==> src/rtl/if_id_queue_if.sv <==
// IF->ID queue handshake bundle: fetch-side push, decode-side pop, occupancy.
// Ports: master drives fetch/decode controls, slave (the queue) drives head/ready/count.
interface if_id_queue_if #(
    parameter int ADDR_WIDTH  = 32,
    parameter int INST_WIDTH  = 32,
    parameter int COUNT_WIDTH = 2
);
    logic                   pipeline_flush_i;
    logic                   inst_valid_i;
    logic [ADDR_WIDTH-1:0]  inst_addr_i;
    logic [INST_WIDTH-1:0]  inst_i;
    logic                   inst_ready_o;
    logic                   inst_valid_o;
    logic [ADDR_WIDTH-1:0]  inst_addr_o;
    logic [INST_WIDTH-1:0]  inst_o;
    logic                   id_ready_i;
    logic [COUNT_WIDTH-1:0] count_o;

    modport master (
        output pipeline_flush_i, inst_valid_i, inst_addr_i, inst_i, id_ready_i,
        input  inst_ready_o, inst_valid_o, inst_addr_o, inst_o, count_o
    );

    modport slave (
        input  pipeline_flush_i, inst_valid_i, inst_addr_i, inst_i, id_ready_i,
        output inst_ready_o, inst_valid_o, inst_addr_o, inst_o, count_o
    );
endinterface

==> src/rtl/if_id_queue.sv <==
// DEPTH-entry IF->ID FIFO of {addr, inst}; NOP/RST_ADDR shown when empty.
// Ports: clk, rst_n (sync, active-low), bus (slave). IF_ID_QUEUE_BYPASS_EN adds empty-queue forwarding.
module if_id_queue #(
    parameter int                    ADDR_WIDTH = 32,
    parameter int                    INST_WIDTH = 32,
    parameter int                    DEPTH      = 2,
    parameter logic [ADDR_WIDTH-1:0] RST_ADDR   = '0,
    parameter logic [INST_WIDTH-1:0] NOP_INST   = INST_WIDTH'(32'h0000_0013)
) (
    input logic          clk,
    input logic          rst_n,
    if_id_queue_if.slave bus
);
    localparam int PW = $clog2(DEPTH);
    localparam int CW = $clog2(DEPTH + 1);
    localparam logic [CW-1:0] FULL = CW'(DEPTH);

    typedef struct packed {
        logic [ADDR_WIDTH-1:0] addr;
        logic [INST_WIDTH-1:0] inst;
    } entry_t;

    entry_t        mem [DEPTH];
    entry_t        head;
    logic [PW-1:0] wr_ptr;
    logic [PW-1:0] rd_ptr;
    logic [CW-1:0] count;
    logic          empty;
    logic          ready;
    logic          byp;
    logic          push;
    logic          pop;

    assign empty = (count == '0);
    assign ready = (count != FULL);

`ifdef IF_ID_QUEUE_BYPASS_EN
    assign byp = empty & bus.inst_valid_i & bus.id_ready_i
               & ~bus.pipeline_flush_i;
`else
    assign byp = 1'b0;
`endif

    // A bypassed pair is consumed on the spot, so it is never written.
    assign push = bus.inst_valid_i & ready & ~bus.pipeline_flush_i & ~byp;
    assign pop  = ~empty & bus.id_ready_i & ~bus.pipeline_flush_i;

    always_comb begin
        head = '{addr: RST_ADDR, inst: NOP_INST};
        unique case (1'b1)
            ~empty:  head = mem[rd_ptr];
            byp:     head = '{addr: bus.inst_addr_i, inst: bus.inst_i};
            default: head = '{addr: RST_ADDR, inst: NOP_INST};
        endcase
    end

    assign bus.inst_ready_o = ready;
    assign bus.inst_valid_o = ~empty | byp;
    assign bus.inst_addr_o  = head.addr;
    assign bus.inst_o       = head.inst;
    assign bus.count_o      = count;

    always_ff @(posedge clk) begin
        if (!rst_n || bus.pipeline_flush_i) begin
            wr_ptr <= '0;
            rd_ptr <= '0;
            count  <= '0;
        end else begin
            if (push) wr_ptr <= wr_ptr + PW'(1);
            if (pop)  rd_ptr <= rd_ptr + PW'(1);
            case ({push, pop})
                2'b10:   count <= count + CW'(1);
                2'b01:   count <= count - CW'(1);
                default: count <= count;
            endcase
        end
    end

    always_ff @(posedge clk) begin
        if (rst_n && push)
            mem[wr_ptr] <= '{addr: bus.inst_addr_i, inst: bus.inst_i};
    end

`ifndef SYNTHESIS
    always_ff @(posedge clk) begin
        if (rst_n)
            assert (count <= FULL)
            else $error("if_id_queue occupancy above DEPTH: %0d", count);
    end
`endif
endmodule

==> src/flat_wrapper.sv <==
// flat-port wrapper written by rule: the top's interface ports become plain ports
module if_id_queue_flat 
#(
    parameter int                    ADDR_WIDTH = 32,
    parameter int                    INST_WIDTH = 32,
    parameter int                    DEPTH      = 2,
    parameter logic [ADDR_WIDTH-1:0] RST_ADDR   = '0,
    parameter logic [INST_WIDTH-1:0] NOP_INST   = INST_WIDTH'(32'h0000_0013)
)
  (clk, rst_n, bus_pipeline_flush_i, bus_inst_valid_i, bus_inst_addr_i, bus_inst_i, bus_id_ready_i, bus_inst_ready_o, bus_inst_valid_o, bus_inst_addr_o, bus_inst_o, bus_count_o);
  if_id_queue_if #(.ADDR_WIDTH(ADDR_WIDTH), .INST_WIDTH(INST_WIDTH), .COUNT_WIDTH(($clog2(DEPTH + 1)))) bus_i ();
  input logic clk;
  input logic rst_n;
  input wire logic [$bits(bus_i.pipeline_flush_i)-1:0] bus_pipeline_flush_i;
  input wire logic [$bits(bus_i.inst_valid_i)-1:0] bus_inst_valid_i;
  input wire logic [$bits(bus_i.inst_addr_i)-1:0] bus_inst_addr_i;
  input wire logic [$bits(bus_i.inst_i)-1:0] bus_inst_i;
  input wire logic [$bits(bus_i.id_ready_i)-1:0] bus_id_ready_i;
  output wire logic [$bits(bus_i.inst_ready_o)-1:0] bus_inst_ready_o;
  output wire logic [$bits(bus_i.inst_valid_o)-1:0] bus_inst_valid_o;
  output wire logic [$bits(bus_i.inst_addr_o)-1:0] bus_inst_addr_o;
  output wire logic [$bits(bus_i.inst_o)-1:0] bus_inst_o;
  output wire logic [$bits(bus_i.count_o)-1:0] bus_count_o;
  assign bus_i.pipeline_flush_i = bus_pipeline_flush_i;
  assign bus_i.inst_valid_i = bus_inst_valid_i;
  assign bus_i.inst_addr_i = bus_inst_addr_i;
  assign bus_i.inst_i = bus_inst_i;
  assign bus_i.id_ready_i = bus_id_ready_i;
  assign bus_inst_ready_o = bus_i.inst_ready_o;
  assign bus_inst_valid_o = bus_i.inst_valid_o;
  assign bus_inst_addr_o = bus_i.inst_addr_o;
  assign bus_inst_o = bus_i.inst_o;
  assign bus_count_o = bus_i.count_o;
  if_id_queue #(.ADDR_WIDTH(ADDR_WIDTH), .INST_WIDTH(INST_WIDTH), .DEPTH(DEPTH), .RST_ADDR(RST_ADDR), .NOP_INST(NOP_INST)) u_core (.clk(clk), .rst_n(rst_n), .bus(bus_i));
endmodule
==> config.mk <==
export PLATFORM = sky130hd
export DESIGN_NAME = if_id_queue_flat
export DESIGN_NICKNAME = d
export VERILOG_FILES = /design/src/rtl/if_id_queue_if.sv /design/src/rtl/if_id_queue.sv /design/src/flat_wrapper.sv
export SDC_FILE = /design/constraint.sdc
export NUM_CORES = 1
export LEC_CHECK = 0
export CORE_MARGIN = 10
export CORE_UTILIZATION = 35
export CTS_CLUSTER_SIZE = 16
export DETAILED_ROUTE_END_ITERATION = 10
export DONT_BUFFER_PORTS = 1
export PLACE_DENSITY = 0.61
export REMOVE_ABC_BUFFERS = 1
export SLEW_MARGIN = 0
export SYNTH_ARGS = -nofsm -noshare
export SYNTH_HDL_FRONTEND = slang
export SYNTH_SLANG_ARGS = --single-unit
==> constraint.sdc <==
create_clock -name clk -period 17.8 [get_ports clk]
set_clock_uncertainty 0.15 [all_clocks]
set_input_delay 0.89 -clock clk [delete_from_list [all_inputs] [get_ports clk]]
set_output_delay 0.89 -clock clk [all_outputs]
set_load 0.02 [all_outputs]
==> results of run 1 <==
metal layers:
| layer | global-route usage (%) | up-vias | wire length (µm) |
|---|---|---|---|
| met2 | 16.3 | 90 | 4980 |
| met5 | 0 | - | 0 |
| met1 | 10.5 | 1148 | 3550 |
| met4 | 5.71 | 0 | 245 |
| li1 | - | 1135 | - |
| met3 | 6.12 | 16 | 1120 |
registers in the layout, summed over array words and instances (netlist names), named ones only:
name                count
u_core.mem            128
u_core.bus.count_o      2
u_core.rd_ptr           1
u_core.wr_ptr           1
report_power, final:
group	total (mW)	internal [mW]	switching, mW
Sequential	0.352	0.350	0.00257
Clock	0.358	0.234	0.124
Combinational	0.0197	0.00460	0.0151
Total	0.730	0.588	0.142
Yosys cell counts:
| master | n | share of area [%] |
|---|---|---|
| a21o_1 | 1 | 0.15 |
| edfxtp_1 | 128 | 76 |
| nand3_1 | 2 | 0.20 |
| buf_2 | 7 | 0.69 |
| nor2_1 | 66 | 4.9 |
| ha_1 | 1 | 0.25 |
| xnor2_1 | 1 | 0.17 |
| inv_1 | 3 | 0.22 |
| nor3_1 | 2 | 0.20 |
| o21ai_0 | 2 | 0.20 |
| dfxtp_1 | 5 | 2.0 |
| nand2_1 | 5 | 0.37 |
| a21oi_1 | 2 | 0.20 |
| or3_1 | 1 | 0.12 |
| nand2b_1 | 1 | 0.12 |
| xor2_1 | 2 | 0.35 |
| buf_4 | 6 | 0.89 |
| mux2i_1 | 64 | 13 |
placed cells by master (no fill, tap or decap), types with 2 or more instances in the layout:
cell type and instances:
nor3_2 2, nand2_1 5, clkinv_2 3, edfxtp_1 128
clkbuf_1 2, o21ai_0 2, buf_4 6, dfxtp_1 4
clkinv_4 3, a21oi_1 2, nor2_1 65, clkbuf_16 17
inv_1 3, bufinv_16 4, xor2_1 2, mux2i_1 64
nand3_1 2
critical path: cells and delay by family, from the launching register on:
kind / cells / cell delay, ns
flops: 1 / 1.09
simple gates: 1 / 0.39
mux: 1 / 0.25
layout make-up:
cell class | count | area, µm² | area share [%]
Clock inverter | 13 | 181 | 3.09
Clock buffer | 19 | 433 | 7.38
Sequential cell | 133 | 3950 | 67.3
Tap cell | 180 | 225 | 3.84
Timing Repair Buffer | 6 | 45.0 | 0.768
Inverter | 3 | 11.3 | 0.192
Multi-Input combinational cell | 150 | 1020 | 17.4
kinds of logic (layout without fill, tap and decap cells):
group,Yosys count,count (layout),share of synthesized area [%]
mux,64,64,12.7
flops,133,133,78.2
fa+ha+maj,1,1,0.248
simple gates,77,77,5.93
compound gates,5,5,0.546
xor+xnor,3,3,0.521
buf+inv,16,41,1.81
worst paths after layout:
check                        startpoint                   to  slack [ns]  depth (start not counted)
setup / recovery                   flop  bus_inst_addr_o[22]       14.58                          2
setup reg to reg  u_core.bus.count_o[0]     u_core.mem[0][5]       15.36                          4
hold reg to reg           u_core.rd_ptr                 flop        0.35                          2
hold / removal            u_core.rd_ptr                 flop        0.35                          2
through the flow:
step                worst slack [ns]  power (mW)
floorplan                      11.65       0.375
global placement               14.92       0.379
detailed placement             14.93       0.379
CTS                            14.47       0.740
global route                   14.39       0.758
finish                         14.58       0.730
==> run_results.csv, run 1 <==
group,metric,value,unit
cts,clk_pin_slew_worst_paths,0.05,ns
logic_synthesis,ys_types,18,
drt,drc,0,
logic_synthesis,synth-seq-cells,133,
place,routabilityCongestion,0.694,
grt,grt_max_degree,65,
final_layout,fin_area,5870,µm²
die,die_x,140,µm
final_layout,fin_util,41.9,%
critical_path,slowest_delay,1.09,ns
cts,cts_hold_buf,0,
logic_synthesis,avgSynthCellArea,16.9,µm²
cts,cts_buffer_depth,2,
logic_synthesis,ys_seq_area_share,78.2,%
final_layout,finalNetCount,381,
sta,hold_viol,0,
final_layout,syn2layout_area_growth,16.4,%
die,coreArea,14000,µm²
final_layout,layout-drive-gt1-share,12.0,%
sta,worst_pin_slew,1.12,ns
cts,cts-root-buf,"clkbuf_16",
final_layout,n_fill_cell,1300,
grt,grt_pass1_wl,15300,µm
drt,via_per_inst,4.74,
drt,drtIter0Drc,118,
power,p_leak,1.81,nW
critical_path,critPathArrivalTime,2.18,ns
critical_path,crit_type,"flop to output port",
critical_path,critPathMaxFanout,64,
run_status,outcome,"finished, final reports clean",
critical_path,end_kind,"output port",
drt,firstDrtPassIters,4,
sta,period_needed,3.22,ns
drt,ant_nets,0,
final_layout,diodes,0,
logic_synthesis,postSynthCellCount,299,
die,num_io_pins,137,
critical_path,cp_cell_sequence,"mux2i_1 > nor2_1",
power,p_per_area,124,nW/µm²
grt,overflow,0,
die,rows,43,
logic_synthesis,yosysWarningCount,0,
final_layout,final_cell_count_no_fill,504,
critical_path,critPathSlowestCell,"dfxtp_4",
critical_path,required,16.76,ns
sta,grt_setup_unrepaired,"no",
drt,finalWirelength,9890,µm
cts,htree_levels,4,
grt,track_usage,10.3,%
sta,fmax,311,MHz
critical_path,worstSetupStartpointType,"flop",
place,dpl_cell_area,5250,µm²
cts,cts_setup_buffers,0,
power,ir_drop,0.0000636,V
place,dp_cells,472,
die,dieArea,19600,µm²
sta,setup_viol,0,
job,cap_violations,0,
sta,setup_tns,0,ns
drt,avgRoutedWirePerCell,19.6,µm
grt,grt_pass1_vias,2594,
place,io_buffers,0,
sta,slew_viol_final,0,
min_path,hold_path_class,"flop to flop",
sta,fin_crit_sh,18.1,%
cts,clock-sinks,133,
die,initial_utilization,36.0,%
place,dpl.hpwl,6650,µm
sta,whs,0.354,ns
logic_synthesis,syn_area,5040,µm²
grt,antenna_found_initial,0,
cts,clk_latency,0.41,ns
cts,cts_resized,0,
cts,cts_buffers,17,
drt,via_count,2389,
cts,cts_tree,"done",
sta,max_slew_margin,25.2,%
die,die_y,140,µm
Note: power is estimated with default switching activity, not from simulation.
==> run 2: changes to the inputs <==
--- a/config.mk
+++ b/config.mk
@@ -10,7 +10,7 @@
 export CTS_CLUSTER_SIZE = 16
 export DETAILED_ROUTE_END_ITERATION = 10
 export DONT_BUFFER_PORTS = 1
-export PLACE_DENSITY = 0.61
+export PLACE_DENSITY = 0.63
 export REMOVE_ABC_BUFFERS = 1
 export SLEW_MARGIN = 0
 export SYNTH_ARGS = -nofsm -noshare
==> constraint.sdc (replaced) <==
create_clock -name clk -period 2.8 [get_ports clk]
set_clock_uncertainty 0.15 [all_clocks]
set_input_delay 0.14 -clock clk [delete_from_list [all_inputs] [get_ports clk]]
set_output_delay 0.14 -clock clk [all_outputs]
set_load 0.02 [all_outputs]
==> run_results.csv, run 2 (synthesized netlist as in run 1, its figures left out) <==
group,metric,value,unit
run_status,outcome,"finished, final reports clean",
power,p_per_area,726,nW/µm²
die,die_x,140,µm
grt,grt_use_met3,5.85,%
cts,clk_latency,0.42,ns
critical_path,r2r-start,"u_core.bus.count_o[0]",
sta,whs,0.116,ns
die,coreArea,14000,µm²
job,cap_violations,0,
final_layout,regArea,3950,µm²
power,pwr-share-comb,4.7,%
critical_path,worstSetupStartpointType,"flop",
sta,hold_viol,0,
die,die_y,140,µm
sta,fmax,384,MHz
drt,ant_nets,0,
power,p_sw_share,19.3,%
place,dpl.hpwl,7020,µm
final_layout,multi_input_area,1030,µm²
drt,drtIter0Drc,153,
grt,grt_busiest_layer,"met2",
cts,cts_buffers,17,
final_layout,layout-drive-gt1-share,10.1,%
sta,period_needed,2.60,ns
grt,grtUsageMet2,17.8,%
sta,max_slew_margin,61.0,%
final_layout,final_common_cell,"edfxtp_1",
die,dieArea,19600,µm²
drt,finalWirelength,10700,µm
critical_path,required,2.51,ns
drt,firstDrtPassIters,4,
grt,globalRouteMet1Util,11.8,%
power,power_switching,0.930,mW
drt,via_per_inst,4.68,
final_layout,fin_area,6640,µm²
cts,clock-sinks,133,
grt,track_usage,11.1,%
final_layout,n_fill_cell,1210,
cts,cts_tree,"done",
drt,via_count,2698,
drt,drc,0,
place,routabilityCongestion,0.721,
final_layout,largest_register_ffs,128,
grt,antenna_found_initial,1,
final_layout,layout_common_cells,"edfxtp_1, dlygate4sd3_1, nor2_1",
critical_path,end_kind,"output port",
critical_path,crit_type,"flop to output port",
cts,cts_setup_buffers,0,
sta,grt_setup_unrepaired,"no",
final_layout,syn2layout_area_growth,31.8,%
min_path,hold_path_class,"input pin to flop",
sta,setup_viol,0,
drt,avgRoutedWirePerCell,18.5,µm
power,p_leak,2.12,nW
min_path,hold_start,"bus_inst_valid_i",
critical_path,slowest_delay,0.49,ns
critical_path,critPathArrivalTime,2.31,ns
critical_path,critPathMaxFanout,38,
die,initial_utilization,36.0,%
power,ir_drop,0.000402,V
cts,cts-root-buf,"clkbuf_16",
grt,overflow,0,
critical_path,cp_cell_sequence,"nor2_4 > buf_4 > inv_1 > nand2_1",
final_layout,fin_util,47.5,%
die,rows,43,
final_layout,top_register,"u_core.mem",
cts,cts_buffer_depth,2,
critical_path,critPathSlowestCell,"dfxtp_1",
critical_path,crit_start,"u_core.bus.count_o[0]",
power,p_clk_share,48.9,%
sta,slew_viol_final,0,
grt,grt_max_degree,42,
final_layout,finalNetCount,453,
cts,htree_levels,4,
power,power,4.82,mW
die,num_io_pins,137,
grt,grt_pass1_vias,2939,
sta,worst_pin_slew,0.585,ns
power,pwr-share-seq,46.4,%
place,io_buffers,0,
cts,clk_pin_slew_worst_paths,0.06,ns
place,dpl_cell_area,5300,µm²
sta,fin_crit_sh,92.9,%
grt,grt_pass1_wl,16700,µm
power,p_int,3.89,mW
==> run 2: power by group through the flow <==
stage / sequential [mW] / combinational [mW] / clock (mW)
2_1_floorplan: 2.28 / 0.102 / 0
3_3_place_gp: 2.28 / 0.134 / 0
3_5_place_dp: 2.28 / 0.136 / 0
4_1_cts: 2.24 / 0.232 / 2.41
5_1_grt: 2.24 / 0.248 / 2.52
6_report: 2.24 / 0.227 / 2.36
==> run 2: repair_timing <==
item,4_1_cts,5_1_grt
hold endpoints to repair,133,0
hold buffers,70,0
gates resized for setup,0,0
endpoints found under the setup margin,3,0
==> run 2: final timing paths <==
| check | slack [ns] | cells past startpoint | end |
|---|---|---|---|
| setup / recovery | 0.20 | 4 | bus_inst_o[4] |
| hold / removal | 0.12 | 3 | u_core.mem[1][24] |
| setup reg to reg | 0.38 | 4 | u_core.mem[1][44] |
| hold reg to reg | 0.36 | 2 | u_core.rd_ptr |
==> run 2: critical path: cells and delay by family, from the launching register on <==
kind / cells / cell delay (ns)
DFF: 1 / 0.49
and+or+nand+nor: 2 / 0.66
buffers and inverters: 2 / 0.70
==> run 2: cell type report <==
type	count	area share, %
Clock buffer	18	6.46
Tap cell	180	3.39
Inverter	3	0.169
Sequential cell	133	59.4
Timing Repair Buffer	77	11.9
Multi-Input combinational cell	151	15.5
Antenna cell	1	0.0377
Clock inverter	14	3.13
==> run 2: stage by stage <==
stage | setup slack, ns | cells | setup TNS (ns)
2_1_floorplan | -3.28 | 286 | -444.12
3_3_place_gp | 0.524 | 473 | 0
3_5_place_dp | 0.422 | 473 | 0
4_1_cts | 0.0714 | 576 | 0
5_1_grt | 0.000693 | 577 | 0
6_report | 0.198 | 577 | 0
==> run 2: layer usage <==
layer  up-vias  wire length [µm]
li1       1275                 -
met1      1319              4190
met2        88              5380
met3        16               924
met4         0               201
met5         -                 0
